File: src/rtl/y86_pkg.sv
// Shared Y86 definitions for the memory stage: instruction codes, data word
// width and the memory-access controller state encoding.
package y86_pkg;

    localparam int WORD_W = 64;

    localparam logic [3:0] IHALT   = 4'd0;
    localparam logic [3:0] INOP    = 4'd1;
    localparam logic [3:0] IRRMOVQ = 4'd2;
    localparam logic [3:0] IIRMOVQ = 4'd3;
    localparam logic [3:0] IRMMOVQ = 4'd4;
    localparam logic [3:0] IMRMOVQ = 4'd5;
    localparam logic [3:0] IOPQ    = 4'd6;
    localparam logic [3:0] IJXX    = 4'd7;
    localparam logic [3:0] ICALL   = 4'd8;
    localparam logic [3:0] IRET    = 4'd9;
    localparam logic [3:0] IPUSHQ  = 4'd10;
    localparam logic [3:0] IPOPQ   = 4'd11;

    typedef enum logic [1:0] {
        IDLE = 2'd0,
        REQ  = 2'd1,
        WAIT = 2'd2,
        DONE = 2'd3
    } mem_state_t;

endpackage

File: src/rtl/mem_access_ctrl_mem_op_decode.sv
// mem_op_decode: maps an M-stage icode and its operands to the memory access
// it needs (direction, word address, write data). Purely combinational.
import y86_pkg::*;

module mem_op_decode (
    input  logic [3:0]        icode,
    input  logic [WORD_W-1:0] vale,
    input  logic [WORD_W-1:0] vala,
    input  logic [WORD_W-1:0] valp,
    output logic              is_mem,
    output logic              is_write,
    output logic [WORD_W-1:0] addr,
    output logic [WORD_W-1:0] wdata
);

    // Reads leave wdata at zero so the request bus carries no stale data.
    always_comb begin
        is_mem   = 1'b0;
        is_write = 1'b0;
        addr     = '0;
        wdata    = '0;
        case (icode)
            IMRMOVQ: begin
                is_mem = 1'b1;
                addr   = vale;
            end
            IRET, IPOPQ: begin
                is_mem = 1'b1;
                addr   = vala;
            end
            IRMMOVQ, IPUSHQ: begin
                is_mem   = 1'b1;
                is_write = 1'b1;
                addr     = vale;
                wdata    = vala;
            end
            ICALL: begin
                is_mem   = 1'b1;
                is_write = 1'b1;
                addr     = vale;
                wdata    = valp;
            end
            default: ;
        endcase
    end

endmodule

File: src/rtl/mem_access_ctrl.sv
// mem_access_ctrl: Y86 memory-stage initiator. Issues one read or write per
// M-stage instruction over a valid/ready request / valid response bus,
// returns val_m and dmem_error with a one-cycle done pulse, and stalls the
// pipeline while the access is outstanding.
// Optional build macro MEM_TIMEOUT_EN adds a REQ+WAIT watchdog.
//
//   state | meaning
//   IDLE  | waiting for an M-stage instruction; the only accepting state
//   REQ   | req_valid high, request fields held until req_ready
//   WAIT  | request taken, waiting for rsp_valid
//   DONE  | done pulse; val_m / dmem_error valid
import y86_pkg::*;

module mem_access_ctrl #(
    parameter int          ADDR_W         = 64,
    parameter int          MEM_WORDS      = 1024,
    parameter int unsigned TIMEOUT_CYCLES = 255
) (
    input  logic              clock,
    input  logic              reset,
    input  logic              m_valid,
    input  logic [3:0]        m_icode,
    input  logic [WORD_W-1:0] m_vale,
    input  logic [WORD_W-1:0] m_vala,
    input  logic [WORD_W-1:0] m_valp,
    output logic              m_stall,
    output logic              done,
    output logic [WORD_W-1:0] val_m,
    output logic              dmem_error,
    output logic              req_valid,
    input  logic              req_ready,
    output logic              req_write,
    output logic [ADDR_W-1:0] req_addr,
    output logic [WORD_W-1:0] req_wdata,
    input  logic              rsp_valid,
    input  logic [WORD_W-1:0] rsp_rdata,
    input  logic              rsp_err
);

    mem_state_t        state;
    logic              dec_is_mem;
    logic              dec_is_write;
    logic [WORD_W-1:0] dec_addr;
    logic [WORD_W-1:0] dec_wdata;
    logic              accept;
    logic              in_range;
    logic              tmo_hit;

    mem_op_decode u_decode (
        .icode    (m_icode),
        .vale     (m_vale),
        .vala     (m_vala),
        .valp     (m_valp),
        .is_mem   (dec_is_mem),
        .is_write (dec_is_write),
        .addr     (dec_addr),
        .wdata    (dec_wdata)
    );

    assign accept    = (state == IDLE) && m_valid;
    assign in_range  = dec_addr < 64'(MEM_WORDS);
    assign req_valid = (state == REQ);
    assign done      = (state == DONE);
    assign m_stall   = (state != IDLE) || (m_valid && dec_is_mem);

`ifdef MEM_TIMEOUT_EN
    logic [31:0] tmo_cnt;

    assign tmo_hit = ((state == REQ) || (state == WAIT))
                   && (tmo_cnt == 32'(TIMEOUT_CYCLES - 1));

    // Watchdog: cycles spent in REQ plus WAIT since the last accept.
    always_ff @(posedge clock) begin
        if (reset) begin
            tmo_cnt <= '0;
        end else if (accept) begin
            tmo_cnt <= '0;
        end else if ((state == REQ) || (state == WAIT)) begin
            tmo_cnt <= tmo_cnt + 32'd1;
        end
    end
`else
    assign tmo_hit = 1'b0;
`endif

    // Access sequencing; result registers only change on accept, response
    // or timeout so they hold through DONE and the following IDLE cycles.
    always_ff @(posedge clock) begin
        if (reset) begin
            state      <= IDLE;
            val_m      <= '0;
            dmem_error <= 1'b0;
            req_addr   <= '0;
            req_wdata  <= '0;
            req_write  <= 1'b0;
        end else if (tmo_hit) begin
            state      <= DONE;
            val_m      <= '0;
            dmem_error <= 1'b1;
        end else begin
            case (state)
                IDLE: begin
                    if (accept) begin
                        val_m <= '0;
                        if (dec_is_mem) begin
                            req_addr   <= dec_addr[ADDR_W-1:0];
                            req_wdata  <= dec_wdata;
                            req_write  <= dec_is_write;
                            dmem_error <= !in_range;
                            state      <= in_range ? REQ : DONE;
                        end else begin
                            dmem_error <= 1'b0;
                            state      <= DONE;
                        end
                    end
                end
                REQ: begin
                    if (req_ready) begin
                        state <= WAIT;
                    end
                end
                WAIT: begin
                    if (rsp_valid) begin
                        if (!req_write) begin
                            val_m <= rsp_rdata;
                        end
                        dmem_error <= rsp_err;
                        state      <= DONE;
                    end
                end
                default: state <= IDLE;
            endcase
        end
    end

endmodule

File: config.mk
export PLATFORM = sky130hd
export DESIGN_NAME = mem_access_ctrl
export DESIGN_NICKNAME = d
export VERILOG_FILES = /design/src/rtl/y86_pkg.sv /design/src/rtl/mem_access_ctrl_mem_op_decode.sv /design/src/rtl/mem_access_ctrl.sv
export SDC_FILE = /design/constraint.sdc
export NUM_CORES = 1
export LEC_CHECK = 0
export BUFFER_PORTS_ARGS = -buffer_cell sky130_fd_sc_hd__buf_4
export CAP_MARGIN = 20
export CORE_AREA = 2 2 181 183
export CTS_CLUSTER_SIZE = 24
export DETAILED_ROUTE_END_ITERATION = 10
export DIE_AREA = 0 0 183 185
export PLACE_DENSITY_LB_ADDON = 0.12
export SLEW_MARGIN = 5
export SYNTH_ARGS = -nofsm -noshare
export SYNTH_HDL_FRONTEND = slang
export SYNTH_SLANG_ARGS = --single-unit
export TNS_END_PERCENT = 50
File: constraint.sdc
create_clock -name clock -period 4.9 [get_ports clock]
set_input_delay 0.98 -clock clock [delete_from_list [all_inputs] [get_ports clock]]
set_output_delay 0.98 -clock clock [all_outputs]
set_load 0.01 [all_outputs]
* After elaboration in Yosys (flattened, before gate mapping)
Index checks and enable logic that the tools add are counted.
Widths: inputs -> output; s select.
** Storage, ports and cells
- Bits in registers :: 196
- Latch bits :: 0
- Memory bits (writable) :: 0
- Memory bits (read-only) :: 0
- Input port bits :: 266
- Output and inout port bits :: 197
- Word-level logic and storage cells :: 54
- Memories kept :: 0
** Operators by class
- $add $sub $neg :: 0
- $mul :: 0
- Div/mod/pow operators :: 0
- $lt $le $gt $ge :: 1
- Equal/unequal tests :: 13
- Shifts and indexed selects :: 0
- Mux-type cells :: 18
- Bitwise operators :: 0
- Reductions and logical operators :: 16
** Operator list (number)
- $pmux 64 s2 :: 3
- $mux 64 :: 3
- $lt 64x11->1 const B :: 1
- $eq 4x4->1 const B :: 4
- $mux 2 :: 5
- $reduce_and 3->1 :: 3
- $eq 4x3->1 const B :: 2
- $ne 2x2->1 const B :: 3
- $pmux 2 s3 :: 1
- $reduce_or 6->1 :: 1
- $mux 1 :: 5
- $eq 2x2->1 const B :: 2
- $reduce_and 4->1 :: 1
- $reduce_bool 2->1 :: 2
- $reduce_or 2->1 :: 2
- $reduce_or 4->1 :: 1
- $reduce_or 3->1 :: 1
- $eq 2x1->1 const B :: 1
- $logic_and 1x1->1 :: 2
- $logic_not 2->1 :: 1
- $ne 2x1->1 const B :: 1
- $pmux 1 s2 :: 1
- $logic_not 1->1 :: 1
- $logic_or 1x1->1 :: 1

* Depth between registers and ports, before layout
- Depth in word-level cells :: 8
- Depth in mapped cells :: 9
- Depth with buffers taken out :: 7

* By module
From an unflattened synthesis, not the netlist that was laid out.
** Second synthesis, totals
- Cells, all modules :: 1379
- Area total of the unflattened synthesis :: 11225.8 µm²
** Modules (own cells, without submodules)
- mem_access_ctrl :: times used 1, cells an instance 899, area an instance 7131.8 µm², seq. area each 3923.8 µm²
- mem_op_decode :: times used 1, cells an instance 480, area an instance 4093.9 µm², seq. area each 0.0 µm²

* Worst setup path before layout
Ideal clock, no wire load.
- Path type :: input port to output port
- From :: input port m_icode[1]
- To :: output port m_stall
- Data arrival time :: 1.464 ns
- Required time :: 3.920 ns
- Path slack :: 2.456 ns
- Cell stages on the path :: 3
- Buffers on the path :: 0
- Path through :: nor3b_2 -> o21ai_0 -> nand2_1
** On the way
- Word-level cells in the longest chain between the ends :: 5
- Elaborated cells between the ends (all ways) :: 10
- Those cells by class :: 6 x eq/ne; 1 x mux; 3 x reduce/logical
** RTL lines
- from (decl) :: line mem_access_ctrl.sv:22 : input logic [3:0] m_icode,
- $eq 4x3->1 or $eq 4x4->1 (tied branches) :: line mem_access_ctrl_mem_op_decode.sv:22 : case (icode)
- $reduce_or 6->1 (no source line) (*)
- $mux 1 (*) :: line mem_access_ctrl_mem_op_decode.sv:22
- $logic_and 1x1->1 (*) :: line mem_access_ctrl.sv:64 : assign m_stall = (state != IDLE) || (m_valid && dec_is_mem);
- $logic_or 1x1->1 (*) :: line mem_access_ctrl.sv:64
- to (decl) :: line mem_access_ctrl.sv:26 : output logic m_stall,
Mark *: on every way between the ends. The rest lies on a longest branch, timed or not.

* Worst setup path in the final report
Same ends and word-level chain as after synthesis.

==> impl_results.md <==
- Hold path cells: 2
- Unrepaired setup endpoints after global routing: false
- Final number of max-transition violations: 0
- R2r setup slk: roughly 2.4 ns
- Fin. Hold Viols: 0
- Mapped Area: around 8200 um^2
- Vias: 9101
- Syn nets: 1233
- Clock Skew: ~0.013 ns
- Clk_lat worst skew: 0.44 ns
- Antenna diodes: 0
- All-Layer GR Usage: 0.2259
- Multi-input gate area: ~3800 um^2
- CP Capture Type: output port
- CP arrival: 1.91 ns
- Core area: 32040 um^2
- Worst setup margin: 2.010 ns
- Placed wire-length estimate: approximately 29000 um
- DR iter-0 viols: 540
- Clock buffer depth: 2
- First-pass GRT wire length: ~57000 um
- Die Area: 33860 um^2
- Vias per cell: 5.119
- CTS H-tree depth: 4
- Reg2reg path depth: 6
- Synth top area share: 0.4807
- Leakage: 5.165 nW
- Layout area overhead: 52.13%
- Power Density: between 400 and 500 nW/um^2
- Share of cells above drive strength 1: 0.3781
- CTS tree: yes
- Final Cycle Share: 0.5897
- Worst hold margin: around 0.45 ns
- Finished Layout Cells: about 1.8k
- Hold_buf cts: 0
- Placed insts: between 1.5k and 2k
- Slew HR: 0.2190
- Clock sink count: about 200
- Reg2reg end: req_wdata[42]$_SDFFE_PP0P_
- Post-synth EDFFs: 0
- Max VDD drop: roughly 220 uV
- Storage element area: between 3000 and 4000 um^2
- Actual slew at the worst max-slew pin: between 1 and 1.5 ns
- DP Worst Slack: roughly 1.7 ns
- ANT nets after route: 0
- Final worst path period need: slightly below 3 ns
- Maximum clock rate: about 350 MHz
- Synth top area cells: dfxtp_1 (48%), a221oi_1 (14%), nor3_1 (8.0%)
- # port buffers: 462
- Setup TNS: 0 ns
- Setup crit start kind: input port
- Starting Density: 0.2548
- Sequential area share after synthesis: 0.4807
- # fillers: between 3k and 4k
- DIE WIDTH: 183 um
- Async set-reset flop share out of synthesis: 0
- WHS Endpoint: val_m[39]$_SDFFE_PP0P_
- Critical-path cell list: buf_4, nor3b_2, o21ai_0, nand2_1, buf_4
- Crit-path slowest cell: nor3b_2
- Status: complete, no violations
- Ys flop type: dfxtp_1
- Final #Nets: around 1.6k
- Postcts setup bufs: 0
- Hold_sp: val_m[39]$_SDFFE_PP0P_
- Synth Instances: a little under 1k
- CP max FO: 5
- Drt drc: 0
- Avg Inst Size Synth: approximately 8.5 um^2
- Overall power: 5.293 mW
- Initial antenna violation count: 0
- Seq cells post-synth: 196
- GRT Residual Overflow: 0
- Finish-stage setup viols: 0
- Hold crit path type: flip-flop to flip-flop
- CTS buffer count: 17
- Vias in the first global route: 8988
- RePlAce Congestion: around 0.8
- Die Ht: 185 um
- Post-synth cell types: between 40 and 50
- Synth area leader: dfxtp_1
- Pin count of the biggest net entering global routing: 130
- Drt pass-1 iters: 5
- Top cell by count, worst path: buf_4
- Worst R2R Start: state[1]$_SDFFE_PP0P_
- Synth warnings: 0
- Ports: approximately 460
- Routed WL: between 30000 and 40000 um
- Root buffer cell: clkbuf_16
- Critical path class: input port to output port
- Routed len/inst: approximately 22 um
- Post-CTS sizing: 0
- Worst EP required: slightly below 4 ns
- Critical path's largest stage delay: approximately 0.42 ns
- Maximum capacitance violations: 0
- FP Rows: 66
- Reg clk slew, reported paths: ~0.070 ns
==> worst max-delay path by stage <==
stage                                  to  cells past startpoint       start  slack, ns
3_5_place_dp   req_wdata[42]$_SDFFE_PP0P_                      6  m_icode[1]       1.66
3_3_place_gp        state[1]$_SDFFE_PP0P_                      7  m_icode[1]       1.78
5_1_grt                           m_stall                      5  m_icode[1]       1.96
2_1_floorplan                     m_stall                      3  m_icode[1]       2.46
6_report                          m_stall                      5  m_icode[1]       2.01
4_1_cts                           m_stall                      5  m_icode[1]       1.99
==> state kept, by name, summed over array words and instances (netlist names) <==
name,count
val_m,64
req_write,1
dmem_error,1
req_wdata,64
state,2
req_addr,64
==> metal layers <==
layer	vias to the layer above	GRT usage	wire, um
li1	4356	-	-
met3	28	0.07845	3706
met4	0	0.05952	639
met1	4324	0.2664	15730
met5	-	0	0
met2	393	0.3909	19500
==> Yosys cell counts (all sizes together) (2+ instances only) <==
master / number
or4: 2
nand4: 6
nor3b: 2
and2b: 2
nand3: 66
inv: 4
buf: 64
a21oi: 69
clkbuf: 35
nor3: 132
dfxtp: 196
ha: 4
nand2b: 3
nor2: 136
a221oi: 127
o21ai: 5
nor4: 24
nand2: 71
mux2i: 2
nor2b: 2
==> worst max-delay path, delay by kind of cell <==
kind | cells | cell delay [ns]
AOI/OAI and AO/OA | 1 | 0.14
and+or+nand+nor | 2 | 0.52
buffers and inverters | 2 | 0.27
==> metrics by stage <==
stage          instance area (um^2)    util
2_1_floorplan                  8163       -
3_3_place_gp                  11820  0.3688
3_5_place_dp                  11840  0.3694
4_1_cts                       12420  0.3876
5_1_grt                       12420  0.3876
6_report                      12420  0.3876
==> report_power, final <==
group | internal (mW) | total [mW] | switching (mW)
logic | 0.769 | 1.88 | 1.11
registers | 1.83 | 1.96 | 0.133
clock network | 0.785 | 1.45 | 0.665
total | 3.38 | 5.29 | 1.91
==> cells in the final DEF (no fill, tap or decap), types with 2 or more instances in the layout <==
master,n
nand3_1,66
nor4_1,24
nand4_1,6
inv_6,3
clkbuf_8,2
a221oi_1,127
buf_4,470
bufinv_16,2
nor2_1,135
a21oi_1,68
mux2i_1,2
dfxtp_1,196
nor3_1,130
clkinv_4,3
nor2b_1,2
ha_1,3
o21ai_0,4
clkbuf_1,2
buf_12,4
nand2b_1,3
clkbuf_16,17
or4_1,2
nand2_1,71
inv_1,4
clkinv_2,2
==> cells by family (layout without fill, tap and decap cells) <==
logic type,count (synthesis),in the layout,synth area share
AOI/OAI and AO/OA,210,210,0.1948
adders and majority gates,4,4,0.006131
buffers and inverters,103,510,0.06300
DFF,196,196,0.4807
muxes,2,2,0.002453
and+or+nand+nor,448,448,0.2529
==> final cells by class <==
type / count / share of cell area
clock inverters: 10 / 0.009874
multi-input cells: 664 / 0.3033
well taps: 408 / 0.04111
flip-flops and latches: 196 / 0.3160
inverters: 4 / 0.001209
repair buffers: 475 / 0.2915
clock buffers: 21 / 0.03708
Power figures use the tool's default switching activity.
